--- config.mk ---
export PLATFORM = sky130hd
export DESIGN_NAME = gas_pattern_monitor_flat
export DESIGN_NICKNAME = d
export VERILOG_FILES = /design/src/rtl/gas_det_pkg.sv /design/src/rtl/gas_pattern_monitor_if.sv /design/src/rtl/gas_alarm_channel.sv /design/src/rtl/gas_pattern_monitor.sv /design/src/flat_wrapper.sv
export SDC_FILE = /design/constraint.sdc
export NUM_CORES = 1
export LEC_CHECK = 0
export CORE_MARGIN = 5
export CORE_UTILIZATION = 55
export CTS_BUF_LIST = sky130_fd_sc_hd__clkbuf_8
export DETAILED_ROUTE_END_ITERATION = 12
export PLACE_DENSITY = 0.8
export SLEW_MARGIN = 0
export SYNTH_ARGS = -nofsm -noshare
export SYNTH_HDL_FRONTEND = slang
export SYNTH_SLANG_ARGS = --single-unit
--- constraint.sdc ---
create_clock -name clk -period 2.45 [get_ports clk]
set_clock_uncertainty 0.2 [all_clocks]
set_input_delay 0.6125 -clock clk [delete_from_list [all_inputs] [get_ports clk]]
set_output_delay 0.6125 -clock clk [all_outputs]
set_load 0.01 [all_outputs]
--- src/rtl/gas_det_pkg.sv ---
// Shared types and defaults for the serial gas-signature monitor.
// Holds the FSM encoding, default signature set and small sizing helpers.
package gas_det_pkg;

    typedef enum logic [1:0] {
        WARMUP  = 2'd0,
        FILL    = 2'd1,
        MONITOR = 2'd2
    } state_t;

    localparam int DEF_NUM_GAS = 3;
    localparam int DEF_PAT_LEN = 8;
    localparam logic [DEF_NUM_GAS*DEF_PAT_LEN-1:0] DEF_PATTERNS = {8'hC3, 8'h9A, 8'h5B};

    // Bits needed to hold any value in 0..max_val (at least one).
    function automatic int width_for(input int max_val);
        int w;
        w = 1;
        while ((1 << w) <= max_val) w++;
        return w;
    endfunction

    // A zero-length warm-up still occupies one cycle.
    function automatic int warm_last(input int cyc);
        return (cyc > 0) ? cyc - 1 : 0;
    endfunction

endpackage

--- src/rtl/gas_pattern_monitor_if.sv ---
// Sensor-stream and alarm-status bundle between the sensor chain and the monitor.
// The master drives the stream and clears; the slave (monitor) reports status.
interface gas_pattern_monitor_if #(
    parameter int NUM_GAS = 3,
    parameter int CNT_W   = 8
);
    logic                     din;
    logic                     din_valid;
    logic                     restart;
    logic [NUM_GAS-1:0]       clr;
    logic                     ready;
    logic [NUM_GAS-1:0]       hit;
    logic [NUM_GAS-1:0]       alarm;
    logic [NUM_GAS*CNT_W-1:0] hit_cnt;
    logic                     irq;

    modport master (
        output din, din_valid, restart, clr,
        input  ready, hit, alarm, hit_cnt, irq
    );

    modport slave (
        input  din, din_valid, restart, clr,
        output ready, hit, alarm, hit_cnt, irq
    );
endinterface

--- src/rtl/gas_alarm_channel.sv ---
// Per-gas sticky alarm and saturating hit counter; a hit always beats a clear.
// rise flags a 0->1 alarm transition one cycle ahead so the top can register irq.
module gas_alarm_channel
    import gas_det_pkg::*;
#(
    parameter int CNT_W = 8
) (
    input  logic             clk,
    input  logic             arst,
    input  logic             hit,
    input  logic             clr,
    output logic             alarm,
    output logic [CNT_W-1:0] count,
    output logic             rise
);
    localparam logic [CNT_W-1:0] CNT_MAX = '1;

    assign rise = hit && !alarm;

    always_ff @(posedge clk or posedge arst) begin
        if (arst) begin
            alarm <= 1'b0;
            count <= '0;
        end else if (hit) begin
            alarm <= 1'b1;
            if (clr)
                count <= CNT_W'(1);
            else if (count != CNT_MAX)
                count <= count + 1'b1;
        end else if (clr) begin
            alarm <= 1'b0;
            count <= '0;
        end
    end
endmodule

--- src/rtl/gas_pattern_monitor.sv ---
// Serial detector for NUM_GAS programmable signatures with warm-up blanking,
// history fill tracking, per-gas alarm channels and an aggregate irq pulse.
module gas_pattern_monitor
    import gas_det_pkg::*;
#(
    parameter int                          NUM_GAS    = DEF_NUM_GAS,
    parameter int                          PAT_LEN    = DEF_PAT_LEN,
    parameter logic [NUM_GAS*PAT_LEN-1:0]  PATTERNS   = DEF_PATTERNS,
    parameter int                          CNT_W      = 8,
    parameter int                          WARMUP_CYC = 16
) (
    input  logic                 clk,
    input  logic                 arst,
    gas_pattern_monitor_if.slave bus
);
    localparam int WARM_LAST = warm_last(WARMUP_CYC);
    localparam int WARM_W    = width_for(WARM_LAST);
    localparam int FILL_W    = width_for(PAT_LEN - 1);

    state_t                   state;
    state_t                   state_next;
    logic [WARM_W-1:0]        warm_cnt;
    logic [FILL_W-1:0]        fill_cnt;
    logic [PAT_LEN-1:0]       hist;
    logic [PAT_LEN-1:0]       hist_next;
    logic                     warm_done;
    logic                     fill_done;
    logic                     shift_en;
    logic                     cmp_en;
    logic [NUM_GAS-1:0]       match;
    logic [NUM_GAS-1:0]       rise;
    logic [NUM_GAS-1:0]       hit;
    logic                     irq;
    logic [NUM_GAS-1:0]       alarm_vec;
    logic [NUM_GAS*CNT_W-1:0] cnt_vec;

    assign warm_done = (warm_cnt == WARM_W'(WARM_LAST));
    assign fill_done = (fill_cnt == FILL_W'(PAT_LEN - 1));
    assign shift_en  = bus.din_valid && (state != WARMUP) && !bus.restart;
    // Comparing during FILL only on the completing bit guarantees PAT_LEN fresh bits.
    assign cmp_en    = shift_en && ((state == MONITOR) || ((state == FILL) && fill_done));
    assign hist_next = {hist[PAT_LEN-2:0], bus.din};

    always_ff @(posedge clk or posedge arst) begin
        if (arst)
            state <= WARMUP;
        else
            state <= state_next;
    end

    always_comb begin
        state_next = state;
        case (state)
            WARMUP:  if (warm_done) state_next = FILL;
            FILL:    if (!bus.restart && cmp_en) state_next = MONITOR;
            MONITOR: if (bus.restart) state_next = FILL;
            default: state_next = WARMUP;
        endcase
    end

    always_comb begin
        bus.ready = (state == MONITOR);
    end

    always_ff @(posedge clk or posedge arst) begin
        if (arst) begin
            warm_cnt <= '0;
            fill_cnt <= '0;
            hist     <= '0;
        end else begin
            if (state == WARMUP)
                warm_cnt <= warm_cnt + 1'b1;
            if (bus.restart && (state != WARMUP)) begin
                hist     <= '0;
                fill_cnt <= '0;
            end else if (shift_en) begin
                hist <= hist_next;
                if ((state == FILL) && !fill_done)
                    fill_cnt <= fill_cnt + 1'b1;
            end
        end
    end

    for (genvar g = 0; g < NUM_GAS; g++) begin : g_gas
        assign match[g] = cmp_en && (hist_next == PATTERNS[g*PAT_LEN +: PAT_LEN]);

        gas_alarm_channel #(.CNT_W(CNT_W)) u_channel (
            .clk   (clk),
            .arst  (arst),
            .hit   (match[g]),
            .clr   (bus.clr[g]),
            .alarm (alarm_vec[g]),
            .count (cnt_vec[g*CNT_W +: CNT_W]),
            .rise  (rise[g])
        );
    end

    always_ff @(posedge clk or posedge arst) begin
        if (arst) begin
            hit <= '0;
            irq <= 1'b0;
        end else begin
            hit <= match;
            irq <= |rise;
        end
    end

    assign bus.hit     = hit;
    assign bus.irq     = irq;
    assign bus.alarm   = alarm_vec;
    assign bus.hit_cnt = cnt_vec;
endmodule

--- src/flat_wrapper.sv ---
// flat-port wrapper written by rule: the top's interface ports become plain ports
module gas_pattern_monitor_flat import gas_det_pkg::*;
#(
    parameter int                          NUM_GAS    = DEF_NUM_GAS,
    parameter int                          PAT_LEN    = DEF_PAT_LEN,
    parameter logic [NUM_GAS*PAT_LEN-1:0]  PATTERNS   = DEF_PATTERNS,
    parameter int                          CNT_W      = 8,
    parameter int                          WARMUP_CYC = 16
)
  (clk, arst, bus_din, bus_din_valid, bus_restart, bus_clr, bus_ready, bus_hit, bus_alarm, bus_hit_cnt, bus_irq);
  gas_pattern_monitor_if #(.NUM_GAS(NUM_GAS), .CNT_W(CNT_W)) bus_i ();
  input  logic clk;
  input  logic arst;
  input wire logic [$bits(bus_i.din)-1:0] bus_din;
  input wire logic [$bits(bus_i.din_valid)-1:0] bus_din_valid;
  input wire logic [$bits(bus_i.restart)-1:0] bus_restart;
  input wire logic [$bits(bus_i.clr)-1:0] bus_clr;
  output wire logic [$bits(bus_i.ready)-1:0] bus_ready;
  output wire logic [$bits(bus_i.hit)-1:0] bus_hit;
  output wire logic [$bits(bus_i.alarm)-1:0] bus_alarm;
  output wire logic [$bits(bus_i.hit_cnt)-1:0] bus_hit_cnt;
  output wire logic [$bits(bus_i.irq)-1:0] bus_irq;
  assign bus_i.din = bus_din;
  assign bus_i.din_valid = bus_din_valid;
  assign bus_i.restart = bus_restart;
  assign bus_i.clr = bus_clr;
  assign bus_ready = bus_i.ready;
  assign bus_hit = bus_i.hit;
  assign bus_alarm = bus_i.alarm;
  assign bus_hit_cnt = bus_i.hit_cnt;
  assign bus_irq = bus_i.irq;
  gas_pattern_monitor #(.NUM_GAS(NUM_GAS), .PAT_LEN(PAT_LEN), .PATTERNS(PATTERNS), .CNT_W(CNT_W), .WARMUP_CYC(WARMUP_CYC)) u_core (.clk(clk), .arst(arst), .bus(bus_i));
endmodule
==> results.json, run 1 <==
{
  "status": "complete, no violations",
  "syn_avg_cell_area_um2": 10.6,
  "initial_core_util_pct": 57.5,
  "drive_gt1_share_pct": 12.2,
  "io_pins": 40,
  "period_needed_ns": 2.35,
  "htreeDepth": 2,
  "vias": 1849,
  "wl_um": 4720,
  "grt_pass1_vias": 1791,
  "slew_headroom_pct": 67.9,
  "dpl-instance-area_um2": 2870,
  "yosysWarnings": 0,
  "firstDrtPassIters": 4,
  "layoutNonFillerInstCount": 321,
  "path_cells": "clkdlybuf4s50_1 -> buf_4 -> nand2b_1 -> o21ba_2 -> nand3_1 -> or4_1 -> a21oi_1",
  "grt_usage_pct": 18.7,
  "n_antenna_cell": 0,
  "clk_pin_slew_ns": 0.08,
  "utilization_pct": 72.4,
  "clk-insertion-delay-late_ns": 0.29,
  "start_kind": "input port",
  "cts_hold_buf": 0,
  "cts.sinks": 47,
  "placementRows": 23,
  "post-cts-setup-buffer-count": 0,
  "worstPathRequired_ns": 2.47,
  "synth-edff-count": 0,
  "place_congestion": 0.823,
  "grt_overflow": 0,
  "drt-initial-drc-count": 195,
  "cts_max_path_buffers": 2,
  "ys_types": 51,
  "critical_path_class": "in -> reg",
  "drv_slew": 0,
  "p_leak_nw": 1.25,
  "max_clock_freq_ghz": 0.426,
  "final_area_um2": 2940,
  "nets": 286,
  "post_drt_wl_per_cell_um": 14.7,
  "dpl.cell_count": 315,
  "worst_path_largest_cell_delay_ns": 0.44,
  "route.detailed.drc": 0,
  "cts-root-buf": "clkbuf_8",
  "postRouteAntennaNets": 0,
  "yosysSeqAreaShare_pct": 50.4,
  "ir_drop_mv": 0.370,
  "hold_ws_ns": 0.291,
  "synth_top_area_cell": "dfrtp_1",
  "fp.coreArea_um2": 4060,
  "crit_slowest_cell": "or4_1",
  "antenna_found_initial": 0,
  "synthFlopType": "dfrtp_1",
  "die_area_um2": 5650,
  "syn_inst": 220,
  "netlist_top_cells_area": "dfrtp_1 50%, xnor2_1 4.1%, nor2_1 3.5%, ha_1 3.2%, a21oi_1 2.8%",
  "synthArstFlopShare_pct": 100,
  "rsz0062_at_grt": "no",
  "timing.final.crit_share_pct": 95.9,
  "io_buffers": 39,
  "power_density_nw_per_um2": 444,
  "cts_tree": "yes",
  "grt_max_degree": 30,
  "cts_buffers": 5,
  "hold_class": "reg -> reg",
  "finalHoldViolations": 0,
  "end_kind": "flip-flop",
  "tightest_slew_ns": 0.479,
  "vias_per_cell": 5.76,
  "area_delta_synth_final_pct": 25.9,
  "setup_viol": 0,
  "fp.dieW_um": 75.1,
  "dp_hpwl_um": 3490,
  "die_y_um": 75.1,
  "cts_resized": 0,
  "max_cap_violations": 0,
  "ys_ff_latch": 47,
  "synth_top_area_share_pct": 50.4,
  "synth_fp_nets": 234,
  "grt_pass1_wl_um": 8110,
  "synth.cell_area_um2": 2330,
  "arrival_ns": 2.37,
  "cp_max_fo": 7
}
==> state kept, by name (all words and copies together) (netlist names) <==
name / count
u_core.bus.hit: 3
u_core.fill_cnt: 3
u_core.state: 2
u_core.g_gas.u_channel.alarm: 3
u_core.bus.irq: 1
u_core.warm_cnt: 4
u_core.hist: 7
u_core.g_gas.u_channel.count: 24
==> area by class of cell <==
class	count	area (um^2)
Clock buffer	5	68.8
Multi-Input combinational cell	156	1080
Inverter	7	26.3
Fill cell	300	1120
Sequential cell	47	1180
Tap cell	50	62.6
Clock inverter	1	3.75
Timing Repair Buffer	55	523
==> routing by layer <==
metal	part of all wire [%]	vias to the layer above	GRT usage, %
met5	0	-	0
met4	0.55	0	4.85
met3	5.6	4	6.28
met2	47	52	29.8
met1	47	882	24.6
li1	-	911	-
==> Yosys cell counts (all sizes together) (3+ instances only) <==
cell type,count
nor4,4
a21oi,13
a22o,7
xnor2,11
mux2i,4
nor3b,3
or3,3
ha,6
nor2,22
mux2,3
and4,5
dfrtp,47
inv,7
clkbuf,3
nand4,7
a31oi,3
a311oi,3
buf,7
nand3,8
nand2,12
nor3,5
o21ai,6
==> per-stage QoR <==
step           worst slack [ns]  setup TNS (ns)  power (W)
3_5_place_dp             -0.197           -1.48   0.000901
4_1_cts                   0.112               0    0.00132
2_1_floorplan             0.218               0   0.000863
6_report                  0.100               0    0.00131
5_1_grt                0.000851               0    0.00137
3_3_place_gp             -0.131          -0.745   0.000897
==> cell usage in the layout (no fill, tap or decap), drive strengths merged, types with 5 or more instances in the layout <==
master and count:
nor3 5, xnor2 11, o21ai 6, nand2 12, clkdlybuf4s50 39, inv 8
a21oi 13, ha 6, buf 16, nor2 22, a22o 7, nand4 7
clkbuf 5, and4 5, nand3 8, dfrtp 47
==> critical path, delay by kind of cell <==
kind	cells	cell delay [ns]
AND/OR/NAND/NOR	3	0.73
buffers and inverters	2	0.57
AO/OA/AOI/OAI	2	0.44
==> final timing paths <==
check | start | end | slack, ns | depth (start not counted)
worst max-delay path | bus_restart | u_core.g_gas[0].u_channel.count[3]$_DFFE_PP0P_ | 0.10 | 7
worst min-delay path | u_core.warm_cnt[3]$_DFFE_PP0P_ | u_core.warm_cnt[3]$_DFFE_PP0P_ | 0.29 | 1
worst max register to register | u_core.fill_cnt[0]$_DFFE_PP0P_ | u_core.g_gas[1].u_channel.count[0]$_DFFE_PP0P_ | 0.14 | 8
worst min register to register | u_core.warm_cnt[3]$_DFFE_PP0P_ | u_core.warm_cnt[3]$_DFFE_PP0P_ | 0.29 | 1
max in group asynchronous | arst | u_core.g_gas[1].u_channel.count[1]$_DFFE_PP0P_ | 1.14 | 3
min in group asynchronous | arst | u_core.g_gas[0].u_channel.count[2]$_DFFE_PP0P_ | 0.43 | 2
==> kinds of logic (layout without fill, tap and decap cells) <==
family	Yosys count	in the layout	share of synthesized area, %
compound gates	44	44	13.5
simple gates	88	88	22.2
flops	47	47	50.4
fa+ha+maj	6	6	3.22
buf+inv	17	68	3.43
mux	7	7	3.16
xor+xnor	11	11	4.13
==> report_power, final <==
part           total [W]  internal [W]  leakage (nW)  switching [W]
registers       0.000801      0.000789         0.649      0.0000124
clock network   0.000423      0.000186        0.0413       0.000237
logic          0.0000812     0.0000377         0.565      0.0000435
total            0.00131       0.00101          1.25       0.000293
Note: power is estimated with default switching activity, not from simulation.
==> run 2, diff against run 1 <==
- CORE_UTILIZATION: 55 -> 40
- PLACE_DENSITY: 0.8 -> 0.61
==> run 2 against run 1 <==
Flip-flop and latch count stayed put. Die area is 32% higher. Routed wire length is 2.9% higher. Setup slack worse by 0.012 ns. Via count is 0.92% lower. First-iteration DRC count is 69% lower. Worst hold slack better by 0.014 ns. Critical path depth is 1 lower. Non-clock buffer count is 1 higher. Register-to-register slack better by 0.02 ns. Clock power is 8.3% higher.
==> results.json, run 2 (synthesis gave the netlist of run 1 again) <==
{
  "cts-root-buf": "clkbuf_8",
  "route.detailed.drc": 0,
  "reg_top3": "u_core.g_gas.u_channel.count: 24 flops, u_core.hist: 7 flops, u_core.warm_cnt: 4 flops",
  "critPathTopFamily": "simple AND/OR/NAND/NOR gates",
  "cts_tree": "yes",
  "arrival_ns": 2.38,
  "clk_pin_slew_ns": 0.09,
  "cp_max_fo": 5,
  "tightest_slew_ns": 0.489,
  "ir_drop_mv": 0.258,
  "critical_path_class": "in -> reg",
  "internal-power_w": 0.00102,
  "cts_buffers": 5,
  "start_kind": "input port",
  "finalHoldViolations": 0,
  "post_drt_wl_per_cell_um": 14.0,
  "worst_path_largest_cell_delay_ns": 0.50,
  "ff_latch_area_um2": 1180,
  "status": "complete, no violations",
  "met1_usage_pct": 18.4,
  "max_clock_freq_ghz": 0.423,
  "fp.dieW_um": 86.4,
  "grt_usage_pct": 14.0,
  "seq_power_share_pct": 59.7,
  "path_cells": "clkdlybuf4s50_1 -> and3b_1 -> o21ai_4 -> or3_1 -> or3_1 -> a21oi_1",
  "die_area_um2": 7460,
  "cts_hold_buf": 0,
  "rsz0062_at_grt": "no",
  "hold_class": "reg -> reg",
  "postRouteAntennaNets": 0,
  "drv_slew": 0,
  "cts_resized": 0,
  "grt_pass1_vias": 1798,
  "initial_core_util_pct": 41.9,
  "wl_um": 4860,
  "setup_viol": 0,
  "clockPowerShare_pct": 34.1,
  "drive_gt1_share_pct": 13.5,
  "largest_reg_flops": 24,
  "antenna_found_initial": 0,
  "placementRows": 27,
  "die_y_um": 86.4,
  "period_needed_ns": 2.36,
  "fillers": 528,
  "htreeDepth": 2,
  "p_leak_nw": 1.26,
  "post-cts-setup-buffer-count": 0,
  "globalRouteMet2Util_pct": 22.0,
  "power.total_w": 0.00134,
  "n_antenna_cell": 0,
  "grt_pass1_wl_um": 8340,
  "drt-initial-drc-count": 60,
  "layout_common_cells": "47 x dfrtp_1, 39 x clkdlybuf4s50_1, 22 x nor2_1",
  "layoutNonFillerInstCount": 346,
  "cts_max_path_buffers": 2,
  "vias_per_cell": 5.29,
  "met3_usage_pct": 3.23,
  "io_buffers": 39,
  "vias": 1832,
  "place_congestion": 0.798,
  "crit_slowest_cell": "clkdlybuf4s50_1",
  "timing.final.crit_share_pct": 96.4,
  "dpl.cell_count": 338,
  "grt_overflow": 0,
  "hold_ws_ns": 0.305,
  "combPwrFrac_pct": 6.1,
  "swShare_pct": 23.8,
  "regMostFlops": "u_core.g_gas.u_channel.count",
  "multi_input_area_um2": 1090,
  "final_common_cell": "dfrtp_1",
  "grt_max_degree": 48,
  "end_kind": "flip-flop",
  "cts.sinks": 47,
  "area_delta_synth_final_pct": 28.5,
  "grt-busiest-layer": "met2",
  "io_pins": 40,
  "worstPathRequired_ns": 2.47,
  "p_sw_w": 0.000320,
  "fp.coreArea_um2": 5570,
  "crit_top_cell": "or3_1",
  "slew_headroom_pct": 67.2,
  "path_buf_inv": 1,
  "nets": 287,
  "dp_hpwl_um": 3530,
  "power_density_nw_per_um2": 448,
  "firstDrtPassIters": 4,
  "clk-insertion-delay-late_ns": 0.30,
  "max_cap_violations": 0
}
run 2: final cells by class:
type / instances / share of cell area, %
flip-flops and latches: 47 / 39.2
multi-input cells: 156 / 36.4
repair buffers: 56 / 17.7
well taps: 72 / 3.01
clock buffers: 5 / 2.30
inverters: 7 / 0.876
clock inverters: 3 / 0.543
run 2: worst paths after layout:
| check | slack, ns | from | end | cells after the start |
|---|---|---|---|---|
| setup / recovery | 0.09 | bus_din_valid | u_core.g_gas[2].u_channel.count[6]$_DFFE_PP0P_ | 6 |
| hold / removal | 0.31 | u_core.warm_cnt[2]$_DFFE_PP0P_ | u_core.warm_cnt[2]$_DFFE_PP0P_ | 1 |
| setup reg to reg | 0.16 | u_core.fill_cnt[0]$_DFFE_PP0P_ | u_core.g_gas[2].u_channel.count[6]$_DFFE_PP0P_ | 7 |
| hold reg to reg | 0.31 | u_core.warm_cnt[2]$_DFFE_PP0P_ | u_core.warm_cnt[2]$_DFFE_PP0P_ | 1 |
| max in group asynchronous | 1.37 | arst | u_core.g_gas[1].u_channel.count[0]$_DFFE_PP0P_ | 3 |
| min in group asynchronous | 0.46 | arst | u_core.g_gas[0].u_channel.count[4]$_DFFE_PP0P_ | 3 |
run 2: power by group through the flow:
| stage | Combinational [W] | Clock (W) | Sequential (W) |
|---|---|---|---|
| final | 0.0000824 | 0.000458 | 0.000802 |
| after global routing | 0.0000924 | 0.000508 | 0.000805 |
| after CTS | 0.0000845 | 0.000478 | 0.000802 |
| after detailed placement | 0.0000849 | 0 | 0.000817 |
| after global placement | 0.0000824 | 0 | 0.000817 |
| after floorplan | 0.0000489 | 0 | 0.000815 |
run 2: through the flow:
step	setup slack [ns]	util [%]	setup TNS, ns	cell area [um^2]
CTS	0.103	53.6	0	2990
finish	0.0883	53.8	0	3000
detailed placement	-0.216	52.0	-2.29	2900
global route	0.0201	53.8	0	3000
floorplan	0.218	-	0	2330
global placement	-0.190	52.0	-1.74	2900
run 2: routing by layer:
layer | vias to the layer above | part of all wire [%] | wire, um
met2 | 33 | 48 | 2310
li1 | 916 | - | -
met1 | 875 | 46 | 2240
met3 | 8 | 4.6 | 221
met4 | 0 | 1.8 | 85
met5 | - | 0 | 0
run 2: worst reg2reg max path, delay by kind of cell, from the launching register on:
| family | cells | cell delay [ns] |
|---|---|---|
| DFF | 1 | 0.38 |
| AOI/OAI and AO/OA | 2 | 0.21 |
| and+or+nand+nor | 3 | 1.08 |
| adders and majority gates | 2 | 0.34 |
